`src/rtl/arf_seq_pkg.sv`:
```
// Shared encodings for the address-register-file sequencer: opcodes,
// register file control codes, control bundle and FSM states.
package arf_seq_pkg;

    typedef enum logic [2:0] {
        OP_LDPC   = 3'b000,
        OP_FETCH  = 3'b001,
        OP_PUSH   = 3'b010,
        OP_POP    = 3'b011,
        OP_LDAR   = 3'b100,
        OP_LDSP   = 3'b101,
        OP_CLRALL = 3'b110,
        OP_RSVD   = 3'b111
    } op_t;

    localparam logic [1:0] FS_DEC  = 2'b00;
    localparam logic [1:0] FS_INC  = 2'b01;
    localparam logic [1:0] FS_LOAD = 2'b10;
    localparam logic [1:0] FS_CLR  = 2'b11;

    localparam logic [2:0] RS_NONE = 3'b000;
    localparam logic [2:0] RS_AR   = 3'b001;
    localparam logic [2:0] RS_SP   = 3'b010;
    localparam logic [2:0] RS_PC   = 3'b100;
    localparam logic [2:0] RS_ALL  = RS_PC | RS_SP | RS_AR;

    localparam logic [1:0] SEL_PC = 2'b00;
    localparam logic [1:0] SEL_SP = 2'b01;
    localparam logic [1:0] SEL_AR = 2'b10;

    // Encoding is chosen so that EXECn carries n: the state doubles as the step number.
    typedef enum logic [1:0] {
        S_IDLE  = 2'd0,
        S_EXEC1 = 2'd1,
        S_EXEC2 = 2'd2,
        S_EXEC3 = 2'd3
    } state_t;

    typedef struct packed {
        logic [2:0] reg_sel;
        logic [1:0] fun_sel;
        logic [1:0] outd_sel;
        logic       mem_rd;
        logic       mem_wr;
        logic       byte_hi;
    } arf_ctl_t;

    // Number of execute cycles an accepted, non-rejected opcode occupies.
    function automatic logic [1:0] op_len(input op_t op);
        case (op)
            OP_FETCH, OP_PUSH: op_len = 2'd2;
            OP_POP:            op_len = 2'd3;
            default:           op_len = 2'd1;
        endcase
    endfunction

endpackage

```
`src/rtl/arf_seq_stack_ctr.sv`:
```
// Stack word counter, 0..DEPTH; refuses to move past either bound and
// reports full/empty so the sequencer can reject PUSH/POP up front.
module arf_seq_stack_ctr #(
    parameter int DEPTH = 128,
    parameter int CW    = $clog2(DEPTH + 1)
) (
    input  logic gclk,
    input  logic grst,
    input  logic inc,
    input  logic dec,
    input  logic clr,
    output logic full,
    output logic empty
);

    logic [CW-1:0] cnt;

    assign full  = (cnt == CW'(DEPTH));
    assign empty = (cnt == '0);

    always_ff @(posedge gclk or posedge grst) begin
        if (grst) begin
            cnt <= '0;
        end else if (clr) begin
            cnt <= '0;
        end else if (inc && !full) begin
            cnt <= cnt + CW'(1);
        end else if (dec && !empty) begin
            cnt <= cnt - CW'(1);
        end
    end

endmodule

```
`src/rtl/arf_sequencer.sv`:
```
// Command sequencer driving the PC/SP/AR register file and memory strobes.
// Define ARF_SEQ_STACK_CHECK_EN to add stack overflow/underflow rejection.
module arf_sequencer
    import arf_seq_pkg::*;
#(
    parameter int STACK_DEPTH = 128
) (
    input  logic        Clock,
    input  logic        Reset,
    input  logic        CmdValid,
    output logic        CmdReady,
    input  logic [2:0]  CmdOp,
    input  logic [15:0] CmdData,
    output logic [15:0] ArfI,
    output logic [1:0]  ArfFunSel,
    output logic [2:0]  ArfRegSel,
    output logic [1:0]  ArfOutCSel,
    output logic [1:0]  ArfOutDSel,
    output logic        MemRd,
    output logic        MemWr,
    output logic        ByteHi,
    output logic        Busy,
    output logic        Done,
    output logic        Err
);

    state_t     state;
    op_t        op;
    logic       rej;
    logic       reject_now;
    logic [1:0] step;
    logic       last;
    arf_ctl_t   ctl;

`ifdef ARF_SEQ_STACK_CHECK_EN
    logic stk_full, stk_empty;
    logic stk_inc, stk_dec, stk_clr;

    // Counter moves only on the Done edge, so rejected or aborted commands leave it alone.
    assign stk_inc = Done && (op == OP_PUSH);
    assign stk_dec = Done && (op == OP_POP);
    assign stk_clr = Done && ((op == OP_LDSP) || (op == OP_CLRALL));

    arf_seq_stack_ctr #(.DEPTH(STACK_DEPTH)) u_stack_ctr (
        .gclk  (Clock),
        .grst  (Reset),
        .inc   (stk_inc),
        .dec   (stk_dec),
        .clr   (stk_clr),
        .full  (stk_full),
        .empty (stk_empty)
    );

    assign reject_now = (CmdOp == OP_RSVD)
                     || ((CmdOp == OP_PUSH) && stk_full)
                     || ((CmdOp == OP_POP)  && stk_empty);
`else
    logic unused_cfg;
    assign unused_cfg = ^STACK_DEPTH;
    assign reject_now = (CmdOp == OP_RSVD);
`endif

    assign step     = state;
    assign last     = (state != S_IDLE) && (step == op_len(op));
    assign CmdReady = (state == S_IDLE);
    assign Busy     = (state != S_IDLE) && !rej;
    assign Done     = last && !rej;
    assign Err      = (state == S_EXEC1) && rej;

    always_ff @(posedge Clock or posedge Reset) begin
        if (Reset) begin
            state <= S_IDLE;
            op    <= OP_LDPC;
            rej   <= 1'b0;
            ArfI  <= '0;
        end else begin
            case (state)
                S_IDLE: begin
                    if (CmdValid) begin
                        op    <= op_t'(CmdOp);
                        ArfI  <= CmdData;
                        rej   <= reject_now;
                        state <= S_EXEC1;
                    end
                end
                S_EXEC1: state <= (rej || op_len(op) == 2'd1) ? S_IDLE : S_EXEC2;
                S_EXEC2: state <= (op_len(op) == 2'd3) ? S_EXEC3 : S_IDLE;
                default: state <= S_IDLE;
            endcase
        end
    end

    // Execute-cycle decode; a rejected command drives nothing.
    always_comb begin
        ctl = '0;
        if (state != S_IDLE && !rej) begin
            case (op)
                OP_LDPC: begin
                    ctl.reg_sel = RS_PC;
                    ctl.fun_sel = FS_LOAD;
                end
                OP_LDAR: begin
                    ctl.reg_sel = RS_AR;
                    ctl.fun_sel = FS_LOAD;
                end
                OP_LDSP: begin
                    ctl.reg_sel = RS_SP;
                    ctl.fun_sel = FS_LOAD;
                end
                OP_CLRALL: begin
                    ctl.reg_sel = RS_ALL;
                    ctl.fun_sel = FS_CLR;
                end
                OP_FETCH: begin
                    ctl.outd_sel = SEL_PC;
                    ctl.mem_rd   = 1'b1;
                    ctl.byte_hi  = (state == S_EXEC2);
                    ctl.reg_sel  = RS_PC;
                    ctl.fun_sel  = FS_INC;
                end
                OP_PUSH: begin
                    // High byte goes to the higher address, written first.
                    ctl.outd_sel = SEL_SP;
                    ctl.mem_wr   = 1'b1;
                    ctl.byte_hi  = (state == S_EXEC1);
                    ctl.reg_sel  = RS_SP;
                    ctl.fun_sel  = FS_DEC;
                end
                OP_POP: begin
                    if (state == S_EXEC1) begin
                        ctl.reg_sel = RS_SP;
                        ctl.fun_sel = FS_INC;
                    end else begin
                        ctl.outd_sel = SEL_SP;
                        ctl.mem_rd   = 1'b1;
                        ctl.byte_hi  = (state == S_EXEC3);
                        ctl.reg_sel  = (state == S_EXEC2) ? RS_SP : RS_NONE;
                        ctl.fun_sel  = (state == S_EXEC2) ? FS_INC : FS_DEC;
                    end
                end
                default: ctl = '0;
            endcase
        end
    end

    assign ArfRegSel  = ctl.reg_sel;
    assign ArfFunSel  = ctl.fun_sel;
    assign ArfOutDSel = ctl.outd_sel;
    assign MemRd      = ctl.mem_rd;
    assign MemWr      = ctl.mem_wr;
    assign ByteHi     = ctl.byte_hi;
    assign ArfOutCSel = (state != S_IDLE) ? SEL_SP : SEL_PC;

endmodule

```
`config.mk`:
```
export PLATFORM = sky130hd
export DESIGN_NAME = arf_sequencer
export DESIGN_NICKNAME = d
export VERILOG_FILES = /design/src/rtl/arf_seq_pkg.sv /design/src/rtl/arf_seq_stack_ctr.sv /design/src/rtl/arf_sequencer.sv
export SDC_FILE = /design/constraint.sdc
export NUM_CORES = 1
export LEC_CHECK = 0
export BUFFER_PORTS_ARGS = -buffer_cell sky130_fd_sc_hd__buf_2
export CAP_MARGIN = 20
export CORE_MARGIN = 4
export CORE_UTILIZATION = 45
export CTS_CLUSTER_DIAMETER = 30
export CTS_CLUSTER_SIZE = 12
export DETAILED_ROUTE_END_ITERATION = 10
export GPL_ROUTABILITY_DRIVEN = 0
export PLACE_DENSITY = 0.81
export SYNTH_ARGS = -nofsm -noshare
export SYNTH_HDL_FRONTEND = slang
export SYNTH_SLANG_ARGS = --single-unit
```
`constraint.sdc`:
```
create_clock -name Clock -period 2 [get_ports Clock]
set_input_delay 0.4 -clock Clock [delete_from_list [all_inputs] [get_ports Clock]]
set_output_delay 0.4 -clock Clock [all_outputs]
set_load 0.01 [all_outputs]
```
# Word-level counts from Yosys, hierarchy flattened
# Cells that the tools add are included.
[classes]
reduce_logical = 11
n_mux = 19
n_eq_ne = 14
[op_table]
columns = ["cell", "count"]
rows = [
  ["5-bit case mux with 7 select lines", 1],
  ["2-bit 2-to-1 mux", 7],
  ["3-bit equality test, second input constant", 4],
  ["10-bit 2-to-1 mux", 1],
  ["2-bit equality test, second input constant", 3],
  ["3-bit by 2-bit equality test with 1-bit output, second input constant", 2],
  ["2-bit case mux with 3 select lines", 1],
  ["2-bit by 1-bit equality test with 1-bit output, second input constant", 2],
  ["1-bit logical AND", 4],
  ["1-bit 2-to-1 mux", 4],
  ["4-bit 2-to-1 mux", 1],
  ["1-bit case mux with 2 select lines", 2],
  ["2-bit case mux with 2 select lines", 1],
  ["3-bit by 1-bit equality test with 1-bit output, second input constant", 1],
  ["3-bit logical NOT", 1],
  ["1-bit case mux with 3 select lines", 1],
  ["2-bit equality test", 1],
  ["2-bit logical NOT", 1],
  ["2-bit != test, second input constant", 1],
  ["2-bit AND reduction", 1],
  ["2-bit nonzero test", 1],
  ["2-bit OR reduction", 1],
  ["1-bit logical NOT", 1],
  ["1-bit logical OR", 1],
]
[totals]
regBits = 22
elab_cells = 48
in_bits = 22
output_inout_bits = 32

# Depth between registers and ports, before layout
[depth]
ltp_word = 8
depth_mapped = 7
mapped_depth_nobuf = 7

# Worst setup path after synthesis
# No wires, ideal clock.
[synth_path]
path_kind = "register -> output"
start = "register state[0]"
end = "output MemRd"
n_path_buf = 0
stages_incl_launch_ff = 6
setup_slack_ns = -0.129
arrival_ns = 1.729
t_required_ns = 1.600
cell_sequence = "dfrtp_1 inv_1 ha_1 inv_2 nand2_1 a2111oi_0"
[synth_between]
elab_chain_len = 4
elab_cells_between_ends = 6
cone_classes = "1 x eq/ne; 3 x mux; 2 x reduce/logical"
[synth_rtl]
columns = ["item", "line_no", "source"]
rows = [
  ["from (decl)", "arf_sequencer.sv:27", "state_t state;"],
  ["from (signal assigned)", "arf_sequencer.sv:86", "S_EXEC1: state <= (rej || op_len(op) == 2'd1) ? S_IDLE : S_EXEC2;"],
  ["from (signal assigned)", "arf_sequencer.sv:87", "S_EXEC2: state <= (op_len(op) == 2'd3) ? S_EXEC3 : S_IDLE;"],
  ["2-bit by 1-bit equality test with 1-bit output", "arf_sequencer.sv:130", "if (state == S_EXEC1) begin"],
  ["2-bit 2-to-1 mux", "arf_sequencer.sv:130", ""],
  ["1-bit case mux with 2 select lines", "arf_sequencer.sv:97", "case (op)"],
  ["10-bit 2-to-1 mux (*)", "arf_sequencer.sv:96", "if (state != S_IDLE && !rej) begin"],
  ["to (decl)", "arf_sequencer.sv:19", "output logic MemRd,"],
]
# Mark *: on every way between the ends. The rest lies on a longest branch, timed or not.

# Worst setup path after layout
[layout_path]
start = "register state[0]"
end = "output Done"
[layout_between]
elab_chain_len = 3
elab_cells_between_ends = 4
cone_classes = "1 x eq/ne; 3 x reduce/logical"
[layout_rtl]
columns = ["item", "line_no", "source"]
rows = [
  ["2-bit equality test / 2-bit nonzero test (equally long branches)", "arf_sequencer.sv:64", "assign last = (state != S_IDLE) && (step == op_len(op));"],
  ["1-bit logical AND (*)", "arf_sequencer.sv:64", ""],
  ["1-bit logical AND (*)", "arf_sequencer.sv:67", "assign Done = last && !rej;"],
  ["to (decl)", "arf_sequencer.sv:23", "output logic Done,"],
]
# Marks and branches as above.

==> results.ini <==
[synth]
ys_warn_count=0
yosysMostFrequentCell=dfrtp_1
yosysSeqAreaShare=0.478
synthFlopType=dfrtp_1
synth_top_area_cell=dfrtp_1
synthArstFlopShare=1.00
synth-seq-cells=22
syn_area_per_cell_sq_um=10.9
synth-edff-count=0
netlist_top_cells_area=dfrtp_1, mux2_1, ha_1
synth_top_area_share=0.478
netlist_instances=106
synthDistinctLibCells=27
synth_common_cells=dfrtp_1, mux2_1, nand2_1
synth_area_sq_um=1150

[sta]
fin_crit_ns=2.13
drv_slew=0
setup_ws_ns=-0.129
fmax_mhz=470
rsz0062_at_grt=yes
period_share=1.06
skew_ns=0.00408
setup_violations=10
finalSetupTns_ns=-0.492
finalHoldViolCount=0

[setup_path]
slowest_stage=or4_4
crit_path_max_fanout=5
crit_buf_inv=2
required_ns=1.60
cp_top_family=simple AND/OR/NAND/NOR gates
start_kind=register
cp-end-kind=output pin
r2r_end=ArfI[4]$_DFFE_PP0P_
arrival_ns=1.73
r2r_slack_ns=0.44
reg2reg_depth=5
cpPeakStageDelay_ns=0.54
crit_type=reg -> out
cp_cell_sequence=buf_6 -> nor2b_4 -> or4_4 -> a31oi_4 -> buf_2
r2r-start=state[0]$_DFFE_PP0P_

[cts]
clk_latency_ns=0.29
clkTransAtPathRegs_ns=0.12
htree_levels=1
cts_buffer_depth=2
numClockSinks=22
cts_buffers=3
clock-root-buffer=clkbuf_4
tritoncts=done
cts_hold_buf=0

[cells_and_area]
layout-drive-gt1-share=0.512
nets=194
instances_no_fill=196
fillers=200
antenna_cells=0
ff_latch_area_sq_um=556
areaGrowthSynthToFinish_pct=41.2
multi_input_area_sq_um=618

[detailed_routing]
routed.top_layer=met4
route.detailed.drc=0
drt_pass1_iterations=4
wl_met2_microns=1530
antenna_left=0
vias=1035
route.met3.wl_microns=255
drt_iter0_drc=41
drt_wl_total_microns=2890
viasPerCell=5.28
met1_length_microns=1050
wire_per_inst_microns=14.8

[die]
pin_count=54
fp-row-count=18
dieArea_sq_um=3430
die_h_microns=58.6
core_sq_um=2450
start_util=0.469
die_w_microns=58.6

[power]
p_per_area_nw_per_um2=1670
peakVddDrop_mv=1.00
leakagePower_uw=0.000793

[flow_run]
cap_violations=0

[min_path]
min_path_type=in -> async

[run_status]
outcome=finished, violations left
violations=setup timing

[global_routing]
grt_max_degree=23
grt_first_pass_wirelength_microns=4680
antenna_found_initial=0
overflow=0
grtUsageTotal=0.173
grt_pass1_vias=1125

[place]
dp.cells=185
dp_hpwl_microns=1990
io_buffers=51

## repair_timing
| item | 4_1_cts | 5_1_grt |
|---|---|---|
| cloned | 0 | 0 |
| buffers inserted | 7 | 0 |
| pin swaps | 3 | 2 |
| gates resized for setup | 11 | 10 |
| endpoints found under the setup margin | 11 | 10 |
## state kept, by name, indices dropped and copies added (netlist names)
| register | flops |
|---|---|
| state | 2 |
| rej | 1 |
| ArfI | 16 |
| op | 3 |
## final cells by class
cell class,count,area share
multi-input cells,69,0.380
flip-flops and latches,22,0.342
repair buffers,62,0.212
well taps,30,0.0231
clock buffers,4,0.0223
inverters,9,0.0208
## through the flow
| step | utilization | area [sq um] | power (uW) | hold slack [ns] | worst slack, ns |
|---|---|---|---|---|---|
| floorplan | - | 1160 | 1670 | 0.389 | 0.0330 |
| global placement | 0.588 | 1440 | 2100 | 0.441 | 0.170 |
| detailed placement | 0.588 | 1440 | 2160 | 0.444 | 0.0249 |
| CTS | 0.637 | 1560 | 2570 | 0.108 | -0.0905 |
| global route | 0.663 | 1630 | 2930 | 0.123 | -0.190 |
| finish | 0.663 | 1630 | 2720 | 0.105 | -0.129 |
## worst max-delay path by stage
stage	from	to	slack, ns	cells past startpoint
detailed placement	state[0]$_DFFE_PP0P_	MemRd	0.02	6
finish	state[0]$_DFFE_PP0P_	Done	-0.13	5
global placement	state[0]$_DFFE_PP0P_	MemRd	0.17	6
global route	state[0]$_DFFE_PP0P_	Done	-0.19	5
floorplan	state[0]$_DFFE_PP0P_	ByteHi	0.03	5
CTS	state[0]$_DFFE_PP0P_	Done	-0.09	5
## worst reg2reg max path, cell delays in order, from the launching register on
cell and delay [ns]:
dfrtp_2 0.45, inv_1 0.11, ha_2 0.25, nand2_1 0.06, buf_4 0.22, mux2_1 0.36
## cell usage in the layout, fill, tap and decap left out, drive strengths merged
| cell | synthesis | layout |
|---|---|---|
| a32oi | 1 | 1 |
| a2111oi | 2 | 2 |
| o21ai | 5 | 5 |
| o41ai | 1 | 1 |
| nand4 | 2 | 2 |
| nand3 | 5 | 5 |
| dfrtp | 22 | 22 |
| nor3 | 1 | 1 |
| a21oi | 5 | 5 |
| a31oi | 1 | 1 |
| o21bai | 1 | 1 |
| nor2 | 3 | 3 |
| buf | 7 | 62 |
| clkbuf | 0 | 4 |
| maj3 | 1 | 1 |
| nand2 | 7 | 7 |
| conb | 1 | 2 |
| and2 | 1 | 1 |
| or4 | 1 | 1 |
| mux2 | 19 | 19 |
| mux2i | 1 | 1 |
| inv | 9 | 9 |
| nor2b | 5 | 5 |
| ha | 5 | 5 |
## power breakdown
group,internal (uW),switching (uW)
combinational,755,894
sequential,673,166
clock,111,123
## layer usage
metal / up-vias / global-route usage
li1: 483 / -
met1: 491 / 0.193
met2: 54 / 0.324
met3: 7 / 0.0263
met4: 0 / 0.0744
met5: - / 0
## kinds of logic (layout without fill, tap and decap cells)
family,after synthesis,after routing,share of synthesized area
muxes,20,20,0.194
DFF,22,22,0.478
adders and majority gates,6,6,0.0630
other,1,2,0.00325
buffers and inverters,16,75,0.0662
and+or+nand+nor,25,25,0.109
AOI/OAI and AO/OA,16,16,0.0869
No activity file was read; power rests on OpenSTA's default activity.
